==> config.mk <==
export PLATFORM = sky130hd
export DESIGN_NAME = serial_subtractor
export DESIGN_NICKNAME = d
export VERILOG_FILES = /design/src/rtl/serial_subtractor.sv
export SDC_FILE = /design/constraint.sdc
export NUM_CORES = 1
export LEC_CHECK = 0
export BUFFER_PORTS_ARGS = -buffer_cell sky130_fd_sc_hd__buf_2
export CAP_MARGIN = 0
export CORE_AREA = 10 10 58 83
export CTS_CLUSTER_DIAMETER = 120
export CTS_CLUSTER_SIZE = 30
export DETAILED_ROUTE_END_ITERATION = 7
export DIE_AREA = 0 0 68 93
export PLACE_DENSITY = 0.81
export SLEW_MARGIN = 20
export SYNTH_ARGS = -nofsm -noshare
export SYNTH_HDL_FRONTEND = slang
export SYNTH_SLANG_ARGS = --single-unit
==> constraint.sdc <==
create_clock -name clk -period 3.95 [get_ports clk]
set_clock_uncertainty 0.2 [all_clocks]
set_input_delay 0.395 -clock clk [delete_from_list [all_inputs] [get_ports clk]]
set_output_delay 0.395 -clock clk [all_outputs]
set_load 0.05 [all_outputs]
==> src/rtl/serial_subtractor.sv <==
// Bit-serial unsigned subtractor: computes a - b one bit per cycle, LSB first.
// Operands are latched when start is accepted in IDLE. The result and final
// borrow are loaded together on the last RUN edge and then held.
// Optional feature: define SERIAL_SUBTRACTOR_ZERO_FLAG_EN to add output 'zero',
// which flags a loaded diff of 0.
module serial_subtractor #(
  parameter int unsigned WIDTH = 8
) (
  input  logic             clk,
  input  logic             rst,
  input  logic             start,
  input  logic [WIDTH-1:0] a,
  input  logic [WIDTH-1:0] b,
  output logic             busy,
  output logic             done,
  output logic [WIDTH-1:0] diff,
  output logic             borrow_out
`ifdef SERIAL_SUBTRACTOR_ZERO_FLAG_EN
  ,
  output logic             zero
`endif
);

  localparam int unsigned CntW = (WIDTH > 1) ? $clog2(WIDTH) : 1;

  typedef enum logic [1:0] {
    StIdle,
    StRun,
    StDone
  } state_e;

  state_e           state_q, state_d;
  logic [WIDTH-1:0] a_q, a_d;
  logic [WIDTH-1:0] b_q, b_d;
  logic [WIDTH-1:0] res_q, res_d;
  logic [WIDTH-1:0] diff_q, diff_d;
  logic             bw_q, bw_d;
  logic             borrow_q, borrow_d;
  logic [CntW-1:0]  cnt_q, cnt_d;
  logic             d_bit;
  logic             bw_bit;
  logic [WIDTH-1:0] res_final;
`ifdef SERIAL_SUBTRACTOR_ZERO_FLAG_EN
  logic             zero_q, zero_d;
`endif

  // One-bit full subtractor on the current LSBs of the operand shift registers.
  always_comb begin
    d_bit     = a_q[0] ^ b_q[0] ^ bw_q;
    bw_bit    = (~a_q[0] & b_q[0]) | (~(a_q[0] ^ b_q[0]) & bw_q);
    // Result bits enter at the MSB, so after WIDTH shifts bit 0 holds the first bit.
    res_final = {d_bit, res_q[WIDTH-1:1]};
  end

  // Next-state and datapath updates; everything holds unless the state says otherwise.
  always_comb begin
    state_d  = state_q;
    a_d      = a_q;
    b_d      = b_q;
    res_d    = res_q;
    diff_d   = diff_q;
    bw_d     = bw_q;
    borrow_d = borrow_q;
    cnt_d    = cnt_q;
`ifdef SERIAL_SUBTRACTOR_ZERO_FLAG_EN
    zero_d   = zero_q;
`endif
    case (state_q)
      StIdle: begin
        if (start) begin
          a_d     = a;
          b_d     = b;
          bw_d    = 1'b0;
          cnt_d   = '0;
          state_d = StRun;
        end
      end
      StRun: begin
        a_d   = a_q >> 1;
        b_d   = b_q >> 1;
        bw_d  = bw_bit;
        res_d = res_final;
        cnt_d = cnt_q + CntW'(1);
        if (cnt_q == CntW'(WIDTH - 1)) begin
          diff_d   = res_final;
          borrow_d = bw_bit;
`ifdef SERIAL_SUBTRACTOR_ZERO_FLAG_EN
          zero_d   = (res_final == '0);
`endif
          state_d  = StDone;
        end
      end
      StDone: begin
        state_d = StIdle;
      end
      default: begin
        state_d = StIdle;
      end
    endcase
  end

  // State register with synchronous reset; reset wins over any operation in flight.
  always_ff @(posedge clk) begin
    if (rst) begin
      state_q  <= StIdle;
      a_q      <= '0;
      b_q      <= '0;
      res_q    <= '0;
      diff_q   <= '0;
      bw_q     <= 1'b0;
      borrow_q <= 1'b0;
      cnt_q    <= '0;
`ifdef SERIAL_SUBTRACTOR_ZERO_FLAG_EN
      zero_q   <= 1'b0;
`endif
    end else begin
      state_q  <= state_d;
      a_q      <= a_d;
      b_q      <= b_d;
      res_q    <= res_d;
      diff_q   <= diff_d;
      bw_q     <= bw_d;
      borrow_q <= borrow_d;
      cnt_q    <= cnt_d;
`ifdef SERIAL_SUBTRACTOR_ZERO_FLAG_EN
      zero_q   <= zero_d;
`endif
    end
  end

  // Outputs decoded from registered state only.
  always_comb begin
    busy       = (state_q == StRun);
    done       = (state_q == StDone);
    diff       = diff_q;
    borrow_out = borrow_q;
`ifdef SERIAL_SUBTRACTOR_ZERO_FLAG_EN
    zero       = zero_q;
`endif
  end

endmodule

==> results of run 1 <==
-- registers in the layout (all words and copies together) (netlist names) --
| register | flops |
|---|---|
| a_q | 8 |
| b_q | 8 |
| borrow_out | 1 |
| bw_q | 1 |
| cnt_q | 3 |
| diff | 8 |
| res_q | 7 |
| state_q | 2 |
-- layer usage --
| metal | wire length (microns) | global-route usage |
|---|---|---|
| met5 | 0 | 0 |
| met4 | 54 | 0.0488 |
| met3 | 220 | 0.0478 |
| met2 | 1460 | 0.173 |
| met1 | 1310 | 0.118 |
-- how the worst max path moves through the flow --
| stage | start | slack (ps) | endpoint |
|---|---|---|---|
| floorplan | state_q[0] | 2050 | done |
| finish | state_q[0] | 1470 | busy |
| CTS | state_q[0] | 1470 | busy |
| detailed placement | state_q[0] | 1780 | busy |
| global placement | state_q[0] | 1840 | busy |
| global route | state_q[0] | 1330 | busy |
-- report_power, final --
| part | internal, W | switching (W) | total (W) |
|---|---|---|---|
| registers | 0.000401 | 0.0000110 | 0.000412 |
| logic | 0.0000348 | 0.0000454 | 0.0000802 |
| clock network | 0.000118 | 0.000127 | 0.000245 |
| total | 0.000554 | 0.000183 | 0.000737 |
-- synth_stat cells (2+ instances only) --
| library cell | number | area (sq um) |
|---|---|---|
| dfxtp_1 | 38 | 761 |
| ha_1 | 2 | 25.0 |
| buf_6 | 4 | 45.0 |
| a22oi_1 | 4 | 30.0 |
| nor2_1 | 22 | 82.6 |
| a211oi_2 | 10 | 125 |
| mux2i_1 | 14 | 140 |
| nand2_1 | 30 | 113 |
| a211oi_1 | 7 | 52.6 |
| a21oi_1 | 15 | 75.1 |
| inv_1 | 2 | 7.51 |
| clkbuf_1 | 3 | 11.3 |
| buf_2 | 3 | 15.0 |
-- cell usage in the layout, fill, tap and decap left out --
master	synthesis	final
inv_1	2	2
buf_2	3	29
nand3b_1	1	1
nor2b_1	1	1
fa_1	1	1
dfxtp_1	38	38
clkinv_2	0	2
nor3b_1	1	1
o21bai_1	1	1
and3b_1	1	1
nor2_1	22	22
nand2b_1	1	1
buf_4	1	1
mux2i_1	14	14
a211oi_2	10	10
a2bb2oi_1	1	1
a22oi_1	4	4
inv_2	1	1
clkbuf_8	0	5
o21ba_2	1	1
nand2_1	30	30
a21oi_1	15	15
ha_1	2	2
a211oi_1	7	7
-- cell families (layout without fill, tap and decap cells) --
kind of cell               after synthesis  in the layout  synth area share
adders and majority gates                3              3            0.0283
DFF                                     38             38             0.478
and+or+nand+nor                         57             57             0.145
AOI/OAI and AO/OA                       39             39             0.194
muxes                                   14             14            0.0880
buffers and inverters                   15             40            0.0660
-- worst max-delay path: stages (launching register included) --
cell and delay [ps]:
dfxtp_1 510, buf_4 310, nand2b_1 250, inv_2 220, buf_2 300
-- per-stage QoR --
step | worst slack [ps] | cell area, sq um | hold WS, ps | cells
2_1_floorplan | 2050 | 1590 | 232 | 166
3_3_place_gp | 1840 | 1700 | 240 | 226
3_5_place_dp | 1780 | 1700 | 246 | 226
4_1_cts | 1470 | 1780 | 150 | 233
5_1_grt | 1330 | 1780 | 146 | 233
6_report | 1470 | 1780 | 153 | 233
-- cell type report --
type                       count  area (sq um)  share of cell area
sequential                    38           761               0.427
multi-input combinational    113           726               0.407
timing repair buffer          30           153              0.0857
clock buffer                   5          68.8              0.0386
tap                           42          52.6              0.0295
inverter                       3          11.3             0.00632
clock inverter                 2          10.0             0.00562
==> metrics list, run 1 <==
* Status: completed
* Worst hold path class: in -> reg
- Counting the fill cells in the layout gives 344.
* Hold-critical path depth: 3
* Total nets after synthesis: 188
* Wire length of the first global-routing pass: 5260 microns
- Worst reg2reg startpoint: state_q[0]
* Width of the die: 68 microns
* Clock insertion delay at the later pin of the skew report: 290 ps
- Overall overflow remaining after global route: 0
- In this run the remaining antenna-violating nets after routing total 0.
- In the global route stage, overall resource usage came out at 0.108.
- The die is 93 microns tall.
- The area growth from synthesis to layout is 11.9%.
- The number of global-route vias before repair was 1186.
- Prevailing post-synth register cell: dfxtp_1
- Power spread over the standard cell area amounts to 414 mW/mm^2.
- Dividing the final minimum period by the clock period gives 0.627.
* Num CTS Buffers: 5
- For this block, the routed nets add up to 3040 microns of wire.
- Resized Gates After CTS: 0
- At the worst endpoint, the required time is 3360 ps.
- For this run, the number of Yosys warnings is 0.
- Post-Syn Instances: 166
- The startpoint identified for the worst hold timing path is b[7].
- Number of max-slew violations in the final report: 0
* Fraction of registers with async set/reset: 0
* Worst Reg-to-Reg Cells: 4
* Setup CP Type: reg -> out
* Starting utilization of the core area: 0.470
* Max Fanout on Critical Path: 17
* Endpoint of the worst register-to-register path: a_q[2]
* Clock tree root driver cell: clkbuf_8
* Post-Syn Area: 0.00159 sq mm
- Layout net count: 213
- Final setup violation count: 0
* Site Rows: 26
* Number of maximum-capacitance violations: 0
* Setup slack of the worst register-to-register path: 1900 ps
- After legalization and detailed placement, the total HPWL measured 2250 microns.
* Boundary Pins: 30
- Final estimated routing congestion in global placement: 0.733
- Clk sinks: 38
- The die covers 0.00632 sq mm.
- Count of different cell masters after synthesis: 25
- The clock passes through at most 2 buffers.
* Routed via count divided by cell count: 4.99
- In this run the post-CTS setup repair buffer count came out at 0.
* Number of hold violations in the final report: 0
- Highest ir drop seen on vdd: 0.000372 V
- At the pin with the least slew margin, the transition time is 764 ps.
- The routed layout has 1163 vias.
- Yosys mapped a number of flops with a built-in enable equal to 0.
- Clock-pin slew on the worst setup and hold paths: 70 ps
* Sequential cell area fraction in the yosys report: 0.478
* Final core utilization: 0.527
- DRC violation count after routing: 0
- Measured against its own limit, the worst slew margin works out to 0.490.
* Destination of the worst hold path: b_q[7]
* Antenna violations before repair: 0
- The region available for standard cell placement spans 0.00338 sq mm.
* Final critical delay including setup and external delays: 2480 ps
- Timing would allow up to 404 MHz.
* Total Power: 0.000737 W
* Critical path startpoint category: flip-flop
* Number of port buffers: 29
* RSZ-0062 raised after global routing: false
- TritonCTS built the clock tree.
- CTS built an H-tree with a depth of 2.
- Setup total negative slack on the finished layout was measured at 0 ps.
- The synthesized design contains 38 register bits.
- Count of inserted antenna diode cells: 0
- The pre-antenna-repair detailed-routing pass consisted of 4 iterations.
- Worst setup EP type: output pin
- Of the cells placed in the final design, the portion with a size suffix greater than 1 is 0.257.
- DRT iter0 DRCs: 38
- STA puts the critical path data arrival time at 1880 ps.
- For this design the static power due to leakage is 0.724 nW.
- Largest net degree at the start of global routing: 39
- After detailed routing, the average wire length per cell comes to 13.1 microns.
* Synthesized area per cell: 9.59 sq um
- # hold bufs at CTS: 0
Note: power is estimated with default switching activity, not from simulation.
==> run 2, diff against run 1 <==
--- a/config.mk
+++ b/config.mk
@@ -7,11 +7,11 @@
 export LEC_CHECK = 0
 export BUFFER_PORTS_ARGS = -buffer_cell sky130_fd_sc_hd__buf_2
 export CAP_MARGIN = 0
-export CORE_AREA = 10 10 58 83
+export CORE_AREA = 10 10 59 84
 export CTS_CLUSTER_DIAMETER = 120
 export CTS_CLUSTER_SIZE = 30
 export DETAILED_ROUTE_END_ITERATION = 7
-export DIE_AREA = 0 0 68 93
+export DIE_AREA = 0 0 69 94
 export PLACE_DENSITY = 0.81
 export SLEW_MARGIN = 20
 export SYNTH_ARGS = -nofsm -noshare
==> constraint.sdc (replaced) <==
create_clock -name clk -period 2.1 [get_ports clk]
set_clock_uncertainty 0.2 [all_clocks]
set_input_delay 0.21 -clock clk [delete_from_list [all_inputs] [get_ports clk]]
set_output_delay 0.21 -clock clk [all_outputs]
set_load 0.05 [all_outputs]
==> metrics list, run 2 (same netlist as run 1, synthesis figures left out) <==
* Clock insertion delay at the later pin of the skew report: 290 ps (about the same)
- The number of buffers inserted by port buffering came to 29 (unchanged).
* Number of max-slew violations in the final report: 0 (unchanged)
- The detailed-placement wirelength estimate came to 2320 microns (+3.0%).
- DRT antenna net count: 0 (unchanged)
- The clock-pin transition on the worst setup and hold timing paths was 70 ps (about the same).
- Number of search-and-repair iterations in the first detailed-routing pass: 4 (unchanged)
- Commonest non-fill, non-tap cells in the layout: 38 x dfxtp_1, 30 x nand2_1, 29 x buf_2
* Buffers from clock root to sink, at most: 2 (unchanged)
* Net switching power: 0.000367 W (+100%)
- TritonCTS built the clock tree.
- The residual DRC count is 0 (unchanged).
- The effective utilization at floorplan is 0.462 (-0.00888).
- The worst path required time was 1690 ps (-1670 ps).
- Maximum level of the CTS H-tree: 2 (unchanged)
* Final estimated routing congestion in global placement: 0.726 (-1.0%)
- Share of power burned in registers: 0.499 (-0.059)
- Layout net count: 220 (+3.3%)
- Period Utilization, post-route: 0.807
* Design Area, Final: 0.00188 sq mm (+5.6%)
* Total global-route track usage: 0.105 (-0.00281)
- Number of maximum-capacitance violations: 0 (unchanged)
- The cell depth of the worst flop-to-flop path came to 5 (+1).
- Derived from the worst setup path, the maximum achievable clock frequency is 590 MHz.
- The final global-route overflow total is 0 (unchanged).
- The worst setup path is captured at an output pin.
- Among all stages on the critical path, the largest delay is contributed by dfxtp_1.
- The flow ran to the end, and the final reports show no timing, DRC or antenna violations.
- The longest individual stage delay on the worst path was 350 ps (-160 ps).
* Area enclosed by the die boundary: 0.00649 sq mm (+2.6%)
- Setup CP Type: reg -> out
* Num CTS Buffers: 5 (unchanged)
- The count of vias placed by the detailed router was 1225 (+5.3%).
- Internal power summed over all cells: 0.00118 W (+110%)
- Die height: 94 microns (+1.1%)
* Resized Gates After CTS: 0 (unchanged)
- The wire length of the first global-routing pass is 5600 microns (+6.4%).
- The final instance count without filler cells came to 241 (+3.4%).
- The slew at the pin closest to its max-slew limit was 470 ps (-295 ps).
- The share of cells above drive strength 1 came to 0.276 (+0.0198).
* Worst hold path class: in -> reg
- Largest net degree at the start of global routing: 20 (-49%)
* Wire per inst: 12.8 microns (-1.9%)
- The first-iteration detailed-routing DRC count was 12 (-68%).
* Setup slack of the worst register-to-register path: 490 ps (-1410 ps)
- Critical path startpoint category: flip-flop
- The cell area power density came to 822 mW/mm^2 (+99%).
- The switching share of power came to 0.237 (-0.0116).
* Worst reg2reg startpoint: cnt_q[0]
* Clock power frac: 0.392 (+0.059)
- The maximum fanout along the worst path is 11 (-6).
- The initial antenna violation count was 0 (unchanged).
- Count of inserted antenna diode cells: 0 (unchanged)
- Post-placement cell area: 0.00175 sq mm (+2.9%)
- Total Power: 0.00155 W (+110%)
- Part of the power in combinational logic: 0.109 (about the same)
- The final-layout setup total negative slack came to 0 ps (unchanged).
* Timing endpoint of the critical path: done
- Routed via count divided by cell count: 5.08 (+1.8%)
- Crit path cell chain: buf_4, nor2b_1, buf_2
- The hold violation count in the final report was 0 (unchanged).
* Endpoint of the worst register-to-register path: borrow_out
* Worst max-slew margin expressed relative to the limit: 0.686 (+0.196)
* Boundary Pins: 30 (unchanged)
- Leakage: 0.776 nW (+7.1%)
* Arrival time at the worst endpoint: 1280 ps (-600 ps)
- Worst setup path startpoint: state_q[0]
- Area added between synthesis and finish: 18.2%
* Hold-critical path depth: 3 (unchanged)
* Clk sinks: 38 (unchanged)
* Via count of the first global-routing pass: 1295 (+9.2%)
- The share of the core filled with cells came to 0.546 (+0.0191).
* Clock tree root driver cell: clkbuf_8
* Routed WL: 3090 microns (+1.5%)
- Subtracting the final worst setup slack from the clock period gives 1690 ps.
- Highest ir drop seen on vdd: 0.000678 V (+82%)
- Width of the die: 69 microns (+1.5%)
- Leaving out fill and tap cells, the most frequent cell in the layout is dfxtp_1.
* Worst hold start: a[5]
- Number of cells after detailed placement: 231 (+2.2%)
* Site Rows: 26 (unchanged)
* RSZ-0062 raised after global routing: false
* Floorplan core area: 0.00345 sq mm (+1.9%)
- Final setup violation count: 0 (unchanged)
run 2: changes by cell type in the layout (fill, tap and decap cells not counted):
| cell | delta |
|---|---|
| bufinv_16 | +1 |
| buf_12 | +1 |
| buf_4 | +4 |
| dlygate4sd3_1 | +2 |
run 2: worst max-delay path: cells and delay by family, from the launching register on:
family	cells	cell delay (ps)
simple gates	1	150
flops	1	350
buf+inv	2	490
run 2: how the worst min path moves through the flow:
stage                     endpoint  slack (ps)
after CTS                   a_q[5]          50
after global routing        b_q[2]          80
after floorplan             a_q[7]         160
after detailed placement   diff[5]         250
final                       a_q[5]          60
after global placement     diff[3]         240
run 2: layout make-up:
class                      count  area (sq um)
multi-input combinational    113           726
timing repair buffer          37           223
sequential                    38           761
tap                           42          52.6
fill                         340          1570
clock buffer                   5          68.8
clock inverter                 3          40.0
inverter                       3          11.3
run 2: stage by stage:
step,setup slack (ps),hold slack (ps)
6_report,406,60.0
5_1_grt,308,80.0
4_1_cts,381,53.4
3_5_place_dp,500,248
3_3_place_gp,543,242
2_1_floorplan,389,158
run 2: timing repair:
item | in CTS | in global routing
endpoints found under the setup margin | 0 | 0
hold buffers | 2 | 0
hold endpoints to repair | 2 | 0
setup buffers | 0 | 0
run 2: power groups by stage:
stage | sequential (W) | combinational, W | clock [W]
6_report | 0.000772 | 0.000169 | 0.000607
5_1_grt | 0.000776 | 0.000190 | 0.000658
4_1_cts | 0.000772 | 0.000171 | 0.000618
3_5_place_dp | 0.000789 | 0.000167 | 0
3_3_place_gp | 0.000788 | 0.000164 | 0
2_1_floorplan | 0.000784 | 0.000135 | 0
run 2: layer usage:
metal  vias up  track usage  routed length, microns  share of wire
li1        630            -                       -              -
met1       563        0.105                    1320           0.43
met2        26        0.176                    1470           0.48
met3         6       0.0466                     218          0.071
met4         0       0.0673                      73          0.024
met5         -            0                       0              0
